===== config.mk =====
export PLATFORM = sky130hd
export DESIGN_NAME = debug_keypad_flat
export DESIGN_NICKNAME = d
export VERILOG_FILES = /design/src/rtl/debug_keypad_pkg.sv /design/src/rtl/debug_keypad_if.sv /design/src/rtl/debug_keypad_key_debouncer.sv /design/src/rtl/debug_keypad.sv /design/src/flat_wrapper.sv
export SDC_FILE = /design/constraint.sdc
export NUM_CORES = 1
export LEC_CHECK = 0
export BUFFER_PORTS_ARGS = -buffer_cell sky130_fd_sc_hd__buf_4
export CAP_MARGIN = 25
export CORE_ASPECT_RATIO = 0.6
export CORE_MARGIN = 2
export CORE_UTILIZATION = 55
export DETAILED_ROUTE_END_ITERATION = 10
export PLACE_DENSITY = 0.88
export SYNTH_ARGS = -nofsm -noshare
export SYNTH_HDL_FRONTEND = slang
export SYNTH_SLANG_ARGS = --single-unit

===== constraint.sdc =====
create_clock -name clk -period 2.6 [get_ports clk]
set_input_delay 0.26 -clock clk [delete_from_list [all_inputs] [get_ports clk]]
set_output_delay 0.26 -clock clk [all_outputs]
set_load 0.03 [all_outputs]

===== src/rtl/debug_keypad_pkg.sv =====
// Shared constants for the debug keypad: key indices, digit count and breakpoint width.
package debug_pkg;
    localparam int KEY_STEP         = 0;
    localparam int KEY_CURSOR       = 1;
    localparam int KEY_INC          = 2;
    localparam int KEY_ARM          = 3;
    localparam int N_DIGITS_DEFAULT = 6;
    localparam int BP_W             = 24;
    localparam int SEL_W            = 3;
endpackage


===== src/rtl/debug_keypad_if.sv =====
// Board-side bundle of the debug keypad: raw keys, mode and fetch PC in; breakpoint and run control out.
interface debug_keypad_if;
    import debug_pkg::*;

    logic [3:0]       key_n;
    logic             debug;
    logic [31:0]      pcF;
    logic [BP_W-1:0]  bp_addr;
    logic [SEL_W-1:0] digit_sel;
    logic             bp_armed;
    logic             halt;
    logic             step_pulse;

    modport master (output key_n, debug, pcF,
                    input  bp_addr, digit_sel, bp_armed, halt, step_pulse);
    modport slave  (input  key_n, debug, pcF,
                    output bp_addr, digit_sel, bp_armed, halt, step_pulse);
endinterface


===== src/rtl/debug_keypad_key_debouncer.sv =====
// One push-button: 2-flop synchronizer, stability counter, accepted level and a registered press pulse.
module key_debouncer #(
    parameter int DEBOUNCE_CYCLES = 50000
) (
    input  logic clk,
    input  logic rst_n,
    input  logic key_n,
    output logic pressed,
    output logic press_evt
);
    localparam int CW = (DEBOUNCE_CYCLES > 2) ? $clog2(DEBOUNCE_CYCLES) : 1;

    logic          r_sync1, r_sync2;
    logic          r_level, r_level_d;
    logic [CW-1:0] r_cnt;
    logic          r_evt;

    always_ff @(posedge clk) begin
        if (!rst_n) begin
            r_sync1   <= 1'b1;
            r_sync2   <= 1'b1;
            r_level   <= 1'b1;
            r_level_d <= 1'b1;
            r_cnt     <= '0;
            r_evt     <= 1'b0;
        end else begin
            r_sync1   <= key_n;
            r_sync2   <= r_sync1;
            r_level_d <= r_level;
            // Event fires one edge after the accepted level has dropped to pressed.
            r_evt     <= r_level_d & ~r_level;
            if (r_sync2 != r_level) begin
                if (r_cnt == CW'(DEBOUNCE_CYCLES - 1)) begin
                    r_level <= r_sync2;
                    r_cnt   <= '0;
                end else begin
                    r_cnt <= r_cnt + 1'b1;
                end
            end else begin
                r_cnt <= '0;
            end
        end
    end

    assign pressed   = ~r_level;
    assign press_evt = r_evt;
endmodule


===== src/rtl/debug_keypad.sv =====
// Debug keypad: debounced keys edit a hex breakpoint nibble-wise and drive halt / single-step control.
module debug_keypad
    import debug_pkg::*;
#(
    parameter int DEBOUNCE_CYCLES = 50000,
    parameter int N_DIGITS        = N_DIGITS_DEFAULT
) (
    input  logic clk,
    input  logic rst_n,
    debug_keypad_if.slave bus
);
    localparam int AW = 4 * N_DIGITS;

    logic [3:0]       w_evt;
    logic [3:0]       w_pressed;
    logic [3:0]       w_evt_g;
    logic [AW-1:0]    r_bp_addr;
    logic [AW-1:0]    w_bp_next;
    logic [SEL_W-1:0] r_digit_sel;
    logic             r_armed;
    logic             r_halt;
    logic             r_step;
    logic             r_match_d;
    logic             w_match;
    logic             w_halt_set;
    logic             w_unused_ok;

    for (genvar g = 0; g < 4; g++) begin : g_key
        key_debouncer #(.DEBOUNCE_CYCLES(DEBOUNCE_CYCLES)) u_deb (
            .clk       (clk),
            .rst_n     (rst_n),
            .key_n     (bus.key_n[g]),
            .pressed   (w_pressed[g]),
            .press_evt (w_evt[g])
        );
    end

    assign w_evt_g     = w_evt & {4{bus.debug}};
    assign w_match     = r_armed & (bus.pcF[AW-1:0] == r_bp_addr);
    assign w_halt_set  = w_match & ~r_match_d;
    assign w_unused_ok = &{1'b0, bus.pcF[31:AW], w_pressed};

    // Increment edits the digit under the cursor as it was before any same-cycle move.
    always_comb begin
        w_bp_next = r_bp_addr;
        if (w_evt_g[KEY_INC]) begin
            for (int i = 0; i < N_DIGITS; i++) begin
                if (r_digit_sel == SEL_W'(i))
                    w_bp_next[4*i +: 4] = r_bp_addr[4*i +: 4] + 4'd1;
            end
        end
    end

    always_ff @(posedge clk) begin
        if (!rst_n) begin
            r_bp_addr   <= '0;
            r_digit_sel <= '0;
            r_armed     <= 1'b0;
            r_halt      <= 1'b0;
            r_step      <= 1'b0;
            r_match_d   <= 1'b0;
        end else begin
            r_match_d <= w_match;
            r_bp_addr <= w_bp_next;
            r_step    <= w_evt_g[KEY_STEP];
            if (w_evt_g[KEY_CURSOR])
                r_digit_sel <= (r_digit_sel == SEL_W'(N_DIGITS - 1)) ? '0 : r_digit_sel + 1'b1;
            if (w_evt_g[KEY_ARM])
                r_armed <= ~r_armed;
            // Priority: leaving debug, then match set (gated by new arm state), disarm, step.
            if (!bus.debug)
                r_halt <= 1'b0;
            else if (w_halt_set)
                r_halt <= w_evt_g[KEY_ARM] ? ~r_armed : 1'b1;
            else if (w_evt_g[KEY_ARM] && r_armed)
                r_halt <= 1'b0;
            else if (w_evt_g[KEY_STEP])
                r_halt <= 1'b0;
        end
    end

    assign bus.bp_addr    = r_bp_addr;
    assign bus.digit_sel  = r_digit_sel;
    assign bus.bp_armed   = r_armed;
    assign bus.halt       = r_halt;
    assign bus.step_pulse = r_step;
endmodule


===== src/flat_wrapper.sv =====
// flat-port wrapper written by rule: the top's interface ports become plain ports
module debug_keypad_flat import debug_pkg::*;
#(
    parameter int DEBOUNCE_CYCLES = 50000,
    parameter int N_DIGITS        = N_DIGITS_DEFAULT
)
  (clk, rst_n, bus_key_n, bus_debug, bus_pcF, bus_bp_addr, bus_digit_sel, bus_bp_armed, bus_halt, bus_step_pulse);
  debug_keypad_if bus_i ();
  input  logic clk;
  input  logic rst_n;
  input wire logic [$bits(bus_i.key_n)-1:0] bus_key_n;
  input wire logic [$bits(bus_i.debug)-1:0] bus_debug;
  input wire logic [$bits(bus_i.pcF)-1:0] bus_pcF;
  output wire logic [$bits(bus_i.bp_addr)-1:0] bus_bp_addr;
  output wire logic [$bits(bus_i.digit_sel)-1:0] bus_digit_sel;
  output wire logic [$bits(bus_i.bp_armed)-1:0] bus_bp_armed;
  output wire logic [$bits(bus_i.halt)-1:0] bus_halt;
  output wire logic [$bits(bus_i.step_pulse)-1:0] bus_step_pulse;
  assign bus_i.key_n = bus_key_n;
  assign bus_i.debug = bus_debug;
  assign bus_i.pcF = bus_pcF;
  assign bus_bp_addr = bus_i.bp_addr;
  assign bus_digit_sel = bus_i.digit_sel;
  assign bus_bp_armed = bus_i.bp_armed;
  assign bus_halt = bus_i.halt;
  assign bus_step_pulse = bus_i.step_pulse;
  debug_keypad #(.DEBOUNCE_CYCLES(DEBOUNCE_CYCLES), .N_DIGITS(N_DIGITS)) u_core (.clk(clk), .rst_n(rst_n), .bus(bus_i));
endmodule

==> Word-level counts from Yosys, hierarchy flattened <==
Cells that the tools add are included.
Widths: inputs -> output; s select.
{ "op_classes": {"bitwise_logic": 18, "mux": 5, "reduce_logical": 18, "add_sub_neg": 11, "n_eq_ne": 14} }
{ "op_table": {"columns": ["operator", "count"], "rows": [
  ["$add 16x1->16 const B", 4],
  ["$eq 16x16->1 const B", 4],
  ["$add 4x1->4 const B", 6],
  ["$eq 24x24->1", 1],
  ["$reduce_and 2->1", 11],
  ["$reduce_or 3->1", 4],
  ["$not 1->1", 11],
  ["$and 1x1->1", 6],
  ["$eq 3x2->1 const B", 2],
  ["$eq 3x3->1 const B", 2],
  ["$and 4x4->4", 1],
  ["$mux 1", 4],
  ["$ne 1x1->1", 4],
  ["$add 3x1->3 const B", 1],
  ["$eq 3x1->1 const B", 1],
  ["$logic_not 3->1", 1],
  ["$mux 3", 1],
  ["$reduce_bool 3->1", 1],
  ["$logic_and 1x1->1", 1]
]} }
{ "word_totals": {"register_bits": 115, "in_bits": 39} }

==> Logic depth before layout (Yosys ltp) <==
Gate-level depths: netlist of run 1.
{ "logic_depth": {"depth_word": 4, "ltp_mapped": 7} }

==> Cells and area by module <==
From an unflattened synthesis of run 1, not the netlist that was laid out.
{ "hier_totals": {"cells_unflattened": 546, "area_unflattened_um2": 5494.0} }
{ "by_module_without_submodules": {"columns": ["mod", "area_each_um2", "cells_per_inst", "seq_area_each_um2", "n_inst"], "rows": [
  ["key_debouncer", 973.4, 93, 420.4, 4],
  ["debug_keypad", 1600.3, 174, 620.6, 1]
]} }

==> Worst setup path before layout of run 1 <==
No wires, ideal clock.
{ "synth_timing": {"path_kind": "reg2reg", "from": "reg u_core.r_bp_addr[5] (netlist: u_core.bus.bp_addr[5])", "to": "reg u_core.r_halt (netlist: u_core.bus.halt)", "required_ps": 2514, "path_stages_with_launch": 6, "arrival_time_ps": 2074, "slack_ps": 440, "synth_period_minus_slack_ps": 2160, "path_buffers": 0, "setup_ps": 86, "path_cell_list": "dfxtp_1 xnor2_1 nand4_1 or4_1 or4_1 a221oi_2"} }
{ "synth_via": {"elab_chain_len": 4, "word_cells_on_any_way": 5} }
{ "synth_lines": {"columns": ["item", "line_no", "source"], "rows": [
  ["start: declaration", "debug_keypad.sv:17", "logic [AW-1:0] r_bp_addr;"],
  ["start signal: assignment", "debug_keypad.sv:64", "r_bp_addr <= w_bp_next;"],
  ["$eq 24x24->1 *", "debug_keypad.sv:39", "assign w_match = r_armed & (bus.pcF[AW-1:0] == r_bp_addr);"],
  ["$and 1x1->1 *", "debug_keypad.sv:39", null],
  ["$and 1x1->1 *", "debug_keypad.sv:40", "assign w_halt_set = w_match & ~r_match_d;"],
  ["$reduce_bool 3->1 (no source line) / $mux 1 (equally long branches)", null, null],
  ["end signal: assignment", "debug_keypad.sv:74", "r_halt <= w_evt_g[KEY_ARM] ? ~r_armed : 1'b1;"],
  ["end: declaration", "debug_keypad.sv:21", "logic r_halt;"]
]} }
Every way passes the cells marked *; elsewhere a longest branch is shown, timed or not.
A chain may end at the register's enable or synchronous reset.

==> Worst setup path in the final report of run 1 <==
Same ends and word-level chain as after synthesis.

==> results of run 1 <==
==> where the power goes <==
group          total, mW  switching, mW  internal, mW
clock               2.47          0.774          1.70
sequential          1.78        0.00352          1.77
combinational     0.0919         0.0411        0.0509
total               4.34          0.819          3.52
==> synthesized netlist by cell type (10+ instances only) <==
library cell / number / area share
and3_1: 15 / 0.019
ha_1: 11 / 0.028
dfxtp_1: 115 / 0.47
nand4_1: 23 / 0.029
xor2_1: 46 / 0.082
nor2b_1: 10 / 0.013
nor2_1: 83 / 0.063
xnor2_1: 56 / 0.10
nand3_1: 30 / 0.031
inv_1: 13 / 0.0099
nand2b_1: 14 / 0.018
nand2_1: 37 / 0.028
nor3_1: 10 / 0.010
clkbuf_1: 11 / 0.0084
and2_1: 15 / 0.019
==> registers in the layout (all words and copies together) (netlist names), 3 cells and up <==
| signal | count |
|---|---|
| u_core.g_key.u_deb.r_cnt | 64 |
| u_core.bus.bp_addr | 24 |
| u_core.g_key.u_deb.press_evt | 4 |
| u_core.g_key.u_deb.r_level | 4 |
| u_core.g_key.u_deb.r_level_d | 4 |
| u_core.g_key.u_deb.r_sync1 | 4 |
| u_core.g_key.u_deb.r_sync2 | 4 |
| u_core.bus.digit_sel | 3 |
==> per-stage QoR <==
| stage | power [mW] | cells | area [um2] |
|---|---|---|---|
| 4_1_cts | 4.36 | 727 | 6100 |
| 3_3_place_gp | 1.90 | 695 | 5470 |
| 2_1_floorplan | 1.86 | 535 | 4920 |
| 6_report | 4.34 | 727 | 6100 |
| 3_5_place_dp | 1.90 | 695 | 5470 |
| 5_1_grt | 4.45 | 727 | 6100 |
==> final cells by class <==
cell class              instances  area (um2)  area share
well taps                     112         140      0.0230
inverters                      13        48.8     0.00800
multi-input cells             394        2520       0.412
flip-flops and latches        115        2300       0.377
repair buffers                 61         458      0.0750
clock buffers                  23         488      0.0800
clock inverters                 9         150      0.0246
==> layer usage <==
metal,share of wire,vias to the layer above,track usage
li1,-,1933,-
met3,0.049,17,0.0621
met2,0.46,99,0.333
met1,0.48,1837,0.291
met4,0.016,0,0.0978
met5,0,-,0
==> logic make-up after synthesis <==
group,share of synthesized area
buffers and inverters,0.0204
muxes,0.0163
xor gates and xnor gates,0.182
AOI/OAI and AO/OA,0.0165
and+or+nand+nor,0.269
adders and majority gates,0.0280
DFF,0.468
==> how the worst max path moves through the flow <==
stage / from / to / slack, ns
6_report: u_core.bus.bp_addr[5] / u_core.bus.halt / 0.42
5_1_grt: u_core.bus.bp_addr[5] / u_core.bus.halt / 0.30
4_1_cts: u_core.g_key[2].u_deb.r_cnt[11] / u_core.g_key[2].u_deb.r_cnt[11] / 0.44
3_5_place_dp: u_core.bus.bp_addr[5] / u_core.bus.halt / 0.46
3_3_place_gp: u_core.bus.bp_addr[5] / u_core.bus.halt / 0.47
2_1_floorplan: u_core.bus.bp_addr[5] / u_core.bus.halt / 0.44
==> worst max-delay path, delay by kind of cell, from the launching register on <==
family	cells	cell delay [ns]
compound gates	1	0.24
simple gates	3	1.28
flops	1	0.43
xor+xnor	1	0.14
==> impl_metrics.py, run 1 <==
metrics = {
    "clock_tree": {
        "path_clk_slew_ns": 0.05,
        "cts_tree": "built",
        "cts.sinks": 115,
        "cts_buffer_depth": 2,
        "postCtsResizedCells": 0,
        "ctsHoldBuffers": 0,
        "cts_buffers": 17,
        "ctsRootBufferMaster": "clkbuf_16",
        "insertion_delay_ns": 0.41,
        "cts_setup_buffers": 0,
        "htreeDepth": 4,
    },
    "setup_path": {
        "crit_top_cell": "or4_1",
        "r2r_setup_slack_ns": 0.42,
        "end_kind": "flop",
        "critPathMaxStageDelay_ns": 0.59,
        "crit_type": "reg2reg",
        "r2r_cells": 5,
        "cp.required_ns": 2.92,
        "path_cells": "xnor2_1, nand4_1, or4_1, or4_1, a221oi_2",
        "worstPathArrival_ns": 2.51,
        "r2r-start": "u_core.bus.bp_addr[5]",
        "crit_fanout": 5,
        "slowest_stage": "or4_1",
        "start_kind": "flop",
        "r2r_end": "u_core.bus.halt",
    },
    "drt": {
        "wirelength_mm": 10.3,
        "drc": 0,
        "ant_nets": 0,
        "vias": 3886,
        "routedWlPerCell_um": 14.1,
        "dr.first_iter.drc_count": 326,
        "viasPerCell": 5.35,
        "dr.pass1.iters": 5,
    },
    "die": {
        "fp.coreArea_mm2": 0.00859,
        "die_h_um": 77.3,
        "io_pins": 69,
        "fp.dieW_um": 126,
        "initial_core_util": 0.573,
        "die-area_mm2": 0.00974,
        "row_count": 26,
    },
    "grt": {
        "grt_pass1_vias": 3635,
        "antenna_found_initial": 0,
        "grt_pass1_wl_mm": 17.2,
        "grt_start_max_net_pins": 53,
        "grt_overflow": 0,
        "track_usage": 0.219,
    },
    "finish": {
        "final_common_cell": "dfxtp_1",
        "nFillCells": 602,
        "fin_util": 0.711,
        "final_nets": 652,
        "drive_above_1_share": 0.154,
        "synthToLayoutAreaGrowth_pct": 24.1,
        "antenna_cells": 0,
        "layout_common_cells": "dfxtp_1 (115), nor2_1 (83), buf_4 (61)",
    },
    "synth": {
        "synth_edf_count": 0,
        "syn_avg_cell_area_um2": 9.19,
        "synth_warnings": 0,
        "ys_types": 34,
        "ys_ff_latch": 115,
        "syn_nets": 585,
        "syn-instance-count": 535,
        "synth_area_mm2": 0.00492,
        "yosysSeqAreaShare": 0.468,
        "synth_flop_cell": "dfxtp_1",
        "async_reset_ff_frac": 0,
    },
    "worst_hold_path": {
        "hold_class": "in2reg",
        "hold_end": "u_core.g_key[2].u_deb.r_sync1",
        "min_from": "bus_key_n[2]",
        "hold_path_depth": 2,
    },
    "timing": {
        "fin_ws_ns": 0.416,
        "clock_skew_ns": 0.00820,
        "drv_slew": 0,
        "tightestPinTransition_ns": 0.686,
        "hold_slack_ns": 0.0350,
        "slew_headroom": 0.539,
        "setup_viol": 0,
        "fin_tns_setup_ns": 0,
        "rsz0062_at_grt": "false",
        "hold_viol_final": 0,
        "period_minus_slack_ns": 2.18,
        "fmax_mhz": 458,
        "fin_crit_sh": 0.840,
    },
    "run": {
        "cap_violations": 0,
    },
    "run_status": {
        "outcome": "complete, no violations",
    },
    "placed_design": {
        "dp_slack_ns": 0.456,
        "port_buffers": 60,
        "gp_congestion": 0.802,
        "post-dp-hpwl_mm": 6.80,
    },
    "power_and_ir_drop": {
        "leakagePower_nw": 2.33,
        "p_per_area_mw_per_mm2": 711,
        "vdd_drop_max_mv": 0.424,
    },
}
(Power assumes the default switching activity.)
==> inputs of run 2 (changes only) <==
--- a/config.mk
+++ b/config.mk
@@ -5,13 +5,14 @@
 export SDC_FILE = /design/constraint.sdc
 export NUM_CORES = 1
 export LEC_CHECK = 0
+export ABC_AREA = 1
 export BUFFER_PORTS_ARGS = -buffer_cell sky130_fd_sc_hd__buf_4
 export CAP_MARGIN = 25
 export CORE_ASPECT_RATIO = 0.6
 export CORE_MARGIN = 2
 export CORE_UTILIZATION = 55
 export DETAILED_ROUTE_END_ITERATION = 10
-export PLACE_DENSITY = 0.88
+export PLACE_DENSITY = 0.87
 export SYNTH_ARGS = -nofsm -noshare
 export SYNTH_HDL_FRONTEND = slang
 export SYNTH_SLANG_ARGS = --single-unit
==> constraint.sdc (replaced) <==
create_clock -name clk -period 2.13 [get_ports clk]
set_input_delay 0.213 -clock clk [delete_from_list [all_inputs] [get_ports clk]]
set_output_delay 0.213 -clock clk [all_outputs]
set_load 0.03 [all_outputs]
==> impl_metrics.py, run 2 <==
metrics = {
    "run_status": {
        "outcome": "complete, no violations",
    },
    "setup_path": {
        "crit_path_end": "u_core.g_key[1].u_deb.r_cnt[14]",
        "worstPathArrival_ns": 1.97,
        "r2r_cells": 8,
        "cp.required_ns": 2.41,
        "r2r-start": "u_core.g_key[1].u_deb.r_cnt[0]",
        "r2r_setup_slack_ns": 0.45,
        "r2r_end": "u_core.g_key[1].u_deb.r_cnt[14]",
        "end_kind": "flop",
        "crit_type": "reg2reg",
        "start_kind": "flop",
        "cp-startpoint": "u_core.g_key[1].u_deb.r_cnt[0]",
        "crit_fanout": 16,
    },
    "finish": {
        "final_common_cell": "nand2_1",
        "final_cells": 967,
        "antenna_cells": 0,
        "drive_above_1_share": 0.184,
        "layout_common_cells": "nand2_1 (147), dfxtp_1 (115), inv_1 (111)",
        "top_register": "u_core.g_key.u_deb.r_cnt",
        "final_nets": 869,
        "largest_reg_flops": 64,
        "synthToLayoutAreaGrowth_pct": 24.0,
        "nFillCells": 748,
    },
    "timing": {
        "hold_viol_final": 0,
        "drv_slew": 0,
        "rsz0062_at_grt": "false",
        "slew_headroom": 0.739,
        "setup_viol": 0,
        "clock_skew_ns": 0.00729,
        "tightestPinTransition_ns": 0.391,
        "fmax_mhz": 594,
        "fin_crit_sh": 0.791,
        "period_minus_slack_ns": 1.68,
        "fin_tns_setup_ns": 0,
    },
    "drt": {
        "dr.first_iter.drc_count": 381,
        "drc": 0,
        "ant_nets": 0,
        "routedWlPerCell_um": 12.5,
        "wirelength_mm": 12.1,
        "vias": 4903,
        "viasPerCell": 5.07,
        "dr.pass1.iters": 5,
    },
    "run": {
        "cap_violations": 0,
    },
    "die": {
        "fp.coreArea_mm2": 0.00974,
        "fp.dieW_um": 132,
        "initial_core_util": 0.559,
        "die_h_um": 81.1,
        "io_pins": 69,
        "row_count": 28,
        "die-area_mm2": 0.0107,
    },
    "synth": {
        "yosysSeqAreaShare": 0.423,
        "syn-instance-count": 743,
        "synth_top_family_by_area": "simple AND/OR/NAND/NOR gates",
        "ys_ff_latch": 115,
        "ys_top_cells_by_count": "nand2_1 (147), dfxtp_1 (115), inv_1 (111), nor2_1 (94), a21oi_1 (47)",
        "synth_flop_cell": "dfxtp_1",
        "synthAdderAreaFrac": 0.0253,
        "synth_area_mm2": 0.00544,
        "synth_warnings": 0,
        "synth_top_cell_by_area": "dfxtp_1",
        "syn_avg_cell_area_um2": 7.33,
        "yosysMostFrequentCell": "nand2_1",
        "synth.area.top_cells": "dfxtp_1 (42%), nand2_1 (10%), inv_1 (7.7%)",
        "syn_nets": 793,
        "synth_top_area_share": 0.423,
        "synth_simple_gate_area_frac": 0.342,
        "synthXorXnorAreaFrac": 0.0467,
        "synth_edf_count": 0,
        "synth_compound_gate_area_share": 0.0729,
        "ys_types": 36,
        "async_reset_ff_frac": 0,
        "synth_mux_area_frac": 0,
    },
    "power_and_ir_drop": {
        "power_frac_clock": 0.585,
        "p_per_area_mw_per_mm2": 827,
        "switching_power_mw": 1.05,
        "internal-power_mw": 4.52,
        "power_frac_seq": 0.389,
        "swShare": 0.189,
        "leakagePower_nw": 2.75,
        "vdd_drop_max_mv": 0.640,
        "pwr-share-comb": 0.026,
        "finalPower_mw": 5.58,
    },
    "grt": {
        "grt_pass1_wl_mm": 19.9,
        "track_usage": 0.235,
        "grt_overflow": 0,
        "grt_pass1_vias": 4377,
        "grt_start_max_net_pins": 27,
        "antenna_found_initial": 0,
    },
    "clock_tree": {
        "insertion_delay_ns": 0.41,
        "htreeDepth": 4,
        "cts_buffer_depth": 2,
        "cts_tree": "built",
        "ctsRootBufferMaster": "clkbuf_16",
        "cts_setup_buffers": 0,
        "cts_buffers": 17,
        "path_clk_slew_ns": 0.05,
        "cts.sinks": 115,
    },
    "placed_design": {
        "gp_congestion": 0.874,
        "placed_cells": 931,
        "post-dp-hpwl_mm": 8.35,
        "port_buffers": 60,
    },
    "worst_hold_path": {
        "hold_class": "in2reg",
    },
}
[run 2: changes by cell type after synthesis, sizes merged, moves of 14 or more]
cell / delta
and2: -15
nor3: +32
o21ai: +27
xor2: -24
a21oi: +46
nand2: +122
xnor2: -49
nand2b: -14
inv: +104
nor2: +25
or2: +17
[run 2: final cells by class]
cell class	instances	area (um2)	share of cell area
Clock buffer	24	522	0.0773
Clock inverter	8	168	0.0249
Inverter	117	439	0.0651
Multi-Input combinational cell	503	2650	0.393
Sequential cell	115	2300	0.341
Tap cell	135	169	0.0250
Timing Repair Buffer	65	498	0.0738
[run 2: power groups by stage]
stage / registers [mW] / logic (mW) / clock network, mW
after global placement: 2.21 / 0.132 / 0
after global routing: 2.17 / 0.160 / 3.41
final: 2.17 / 0.145 / 3.26
after CTS: 2.17 / 0.145 / 3.29
after floorplan: 2.21 / 0.0685 / 0
after detailed placement: 2.21 / 0.136 / 0
[run 2: critical path, stage by stage, from the launching register on]
cell and delay, ns:
dfxtp_1 0.34, ha_1 0.17, nand2_1 0.07, inv_1 0.09, nand2_1 0.13, nor2_1 0.17, nand3_1 0.16, nand2_2 0.32
nor2_1 0.10
[run 2: repair_timing]
| action | 4_1_cts | 5_1_grt |
|---|---|---|
| hold endpoints to repair | 4 | 0 |
| gates resized for setup | 0 | 0 |
| endpoints found under the setup margin | 0 | 0 |
| hold buffers | 4 | 0 |
[run 2: cells by family (layout without fill, tap and decap cells)]
family,Yosys count,after routing
AOI/OAI and AO/OA,78,78
xor gates and xnor gates,29,29
adders and majority gates,11,11
buffers and inverters,125,214
DFF,115,115
and+or+nand+nor,385,385
[run 2: per-stage QoR]
step | hold WS, ns | worst slack (ns) | util | cell area [um2]
2_1_floorplan | 0.320 | 0.599 | - | 5440
3_3_place_gp | 0.395 | 0.576 | 0.618 | 6020
3_5_place_dp | 0.399 | 0.508 | 0.618 | 6020
4_1_cts | 0.105 | 0.465 | 0.693 | 6750
5_1_grt | 0.104 | 0.275 | 0.693 | 6750
6_report | 0.116 | 0.446 | 0.693 | 6750
[run 2: how the worst min path moves through the flow]
| stage | start | to | slack, ns | cells past startpoint |
|---|---|---|---|---|
| floorplan | bus_key_n[0] | u_core.g_key[0].u_deb.r_sync1 | 0.32 | 1 |
| global placement | u_core.g_key[2].u_deb.r_sync1 | u_core.g_key[2].u_deb.r_sync2 | 0.39 | 1 |
| detailed placement | u_core.g_key[0].u_deb.r_sync1 | u_core.g_key[0].u_deb.r_sync2 | 0.40 | 1 |
| CTS | bus_debug | u_core.bus.bp_armed | 0.10 | 3 |
| global route | bus_debug | u_core.bus.step_pulse | 0.10 | 3 |
| finish | bus_debug | u_core.bus.step_pulse | 0.12 | 3 |
[run 2: per-layer routing]
metal	share of wire	vias to the layer above	global-route usage
li1	-	2507	-
met1	0.49	2226	0.312
met2	0.44	153	0.377
met3	0.061	17	0.0718
met4	0.0097	0	0.0656
met5	0	-	0
==> inputs of run 3 (changes only) <==
==> constraint.sdc (replaced) <==
create_clock -name clk -period 1.74 [get_ports clk]
set_input_delay 0.174 -clock clk [delete_from_list [all_inputs] [get_ports clk]]
set_output_delay 0.174 -clock clk [all_outputs]
set_load 0.03 [all_outputs]
==> impl_metrics.py, run 3 (same netlist as run 2, synthesis figures left out) <==
metrics = {
    "drt": {
        "ant_nets": 0,
        "drc": 0,
        "viasPerCell": 5.02,
        "wirelength_mm": 12.2,
        "dr.first_iter.drc_count": 367,
        "routedWlPerCell_um": 12.5,
        "dr.pass1.iters": 5,
        "vias": 4872,
    },
    "setup_path": {
        "crit_cells": 8,
        "r2r_setup_slack_ns": 0.13,
        "crit_type": "reg2reg",
        "crit_fanout": 8,
        "critPathMaxStageDelay_ns": 0.35,
        "crit_buf_inv": 1,
        "path_cells": "ha_2, nand2_2, inv_2, nand2_1, nor2_2, nand4_1, nand2_4, nor3b_1",
        "slowest_stage": "dfxtp_1",
        "r2r_cells": 8,
        "worstPathArrival_ns": 1.90,
        "r2r-start": "u_core.g_key[2].u_deb.r_cnt[1]",
        "end_kind": "flop",
        "cp.required_ns": 2.03,
        "cp_top_family": "simple AND/OR/NAND/NOR gates",
        "r2r_end": "u_core.g_key[2].u_deb.r_cnt[14]",
        "start_kind": "flop",
    },
    "die": {
        "die-area_mm2": 0.0107,
        "initial_core_util": 0.559,
        "fp.dieW_um": 132,
        "die_h_um": 81.1,
        "row_count": 28,
        "fp.coreArea_mm2": 0.00974,
        "io_pins": 69,
    },
    "finish": {
        "final_cells": 971,
        "top_register": "u_core.g_key.u_deb.r_cnt",
        "nFillCells": 779,
        "final_nets": 874,
        "synthToLayoutAreaGrowth_pct": 23.3,
        "fin_area_mm2": 0.00671,
        "antenna_cells": 0,
        "final_common_cell": "nand2_1",
        "regArea_mm2": 0.00230,
        "largest_reg_flops": 64,
        "layout_common_cells": "nand2_1 (147), dfxtp_1 (114), inv_1 (111)",
        "fin_util": 0.689,
        "drive_above_1_share": 0.187,
        "multi_input_area_mm2": 0.00268,
    },
    "worst_hold_path": {
        "hold_class": "in2reg",
        "hold_end": "u_core.bus.halt",
        "min_from": "bus_debug",
        "hold_path_depth": 3,
    },
    "power_and_ir_drop": {
        "vdd_drop_max_mv": 0.793,
        "leakagePower_nw": 2.72,
        "p_per_area_mw_per_mm2": 928,
    },
    "clock_tree": {
        "cts_setup_buffers": 0,
        "cts_buffers": 17,
        "path_clk_slew_ns": 0.05,
        "cts_tree": "built",
        "htreeDepth": 4,
        "cts_buffer_depth": 2,
        "ctsRootBufferMaster": "clkbuf_16",
        "insertion_delay_ns": 0.40,
        "cts.sinks": 115,
    },
    "timing": {
        "fin_tns_setup_ns": 0,
        "fmax_mhz": 622,
        "rsz0062_at_grt": "true",
        "fin_crit_sh": 0.924,
        "period_minus_slack_ns": 1.61,
        "drv_slew": 0,
        "clock_skew_ns": 0.0115,
        "hold_viol_final": 0,
        "setup_viol": 0,
        "slew_headroom": 0.654,
        "tightestPinTransition_ns": 0.520,
        "hold_slack_ns": 0.0867,
    },
    "grt": {
        "grt_start_max_net_pins": 22,
        "antenna_found_initial": 0,
        "track_usage": 0.231,
        "grt_pass1_wl_mm": 19.8,
        "grt_overflow": 0,
        "grt_pass1_vias": 4445,
    },
    "placed_design": {
        "gp_congestion": 0.854,
        "post-dp-hpwl_mm": 8.23,
        "placed_cells": 934,
        "postPlaceCellArea_mm2": 0.00604,
        "port_buffers": 60,
    },
    "run_status": {
        "outcome": "complete, no violations",
    },
    "run": {
        "cap_violations": 0,
    },
}
==> run 3: cell types whose count changed in the layout (fill, tap and decap cells not counted), moves of 3 or more <==
cell,change
clkbuf_1,+3
nand2_2,-3
bufinv_16,-4
nand2_4,+4
buf_4,+3
==> run 3: where the power goes <==
group          leakage (nW)  switching (mW)  internal (mW)
Combinational          1.50          0.0954         0.0878
Clock                 0.293            1.13           2.26
Sequential            0.929         0.00678           2.65
==> run 3: layout make-up <==
class,instances,share of cell area
clock buffers,28,0.0815
clock inverters,3,0.00597
inverters,117,0.0655
multi-input cells,504,0.399
flip-flops and latches,115,0.343
well taps,135,0.0252
repair buffers,69,0.0791
==> run 3: worst min-delay path: stages <==
cell and delay [ns]:
buf_4 0.14, nand3_1 0.08, a21oi_1 0.04
==> run 3: how the worst max path moves through the flow <==
| stage | startpoint | endpoint | slack [ns] |
|---|---|---|---|
| 2_1_floorplan | u_core.bus.digit_sel[0] | u_core.bus.bp_addr[7] | 0.21 |
| 3_3_place_gp | u_core.g_key[2].u_deb.r_cnt[0] | u_core.g_key[2].u_deb.r_cnt[14] | 0.19 |
| 3_5_place_dp | u_core.g_key[1].u_deb.r_cnt[0] | u_core.g_key[1].u_deb.r_cnt[11] | 0.14 |
| 4_1_cts | u_core.g_key[1].u_deb.r_cnt[0] | u_core.g_key[1].u_deb.r_cnt[9] | 0.11 |
| 5_1_grt | u_core.g_key[2].u_deb.r_cnt[1] | u_core.g_key[2].u_deb.r_level | -0.05 |
| 6_report | u_core.g_key[2].u_deb.r_cnt[1] | u_core.g_key[2].u_deb.r_cnt[14] | 0.13 |
==> run 3: per-layer routing <==
layer | wire (um) | track usage | vias to the layer above
met4 | 211 | 0.102 | 0
met2 | 5240 | 0.367 | 163
met3 | 812 | 0.0524 | 24
li1 | - | - | 2509
met5 | 0 | 0 | -
met1 | 5900 | 0.306 | 2176
==> run 3: repair_timing <==
item                                   4_1_cts  5_1_grt
hold buffers                                 4        1
setup endpoints to repair                    0       46
gates resized for setup                      0        7
endpoints found under the hold margin        4        1
==> run 3: per-stage QoR <==
step           total power [mW]  worst slack [ns]
2_1_floorplan              2.79             0.209
6_report                   6.23             0.133
3_5_place_dp               2.88             0.143
3_3_place_gp               2.87             0.188
5_1_grt                    6.42           -0.0518
4_1_cts                    6.26             0.115
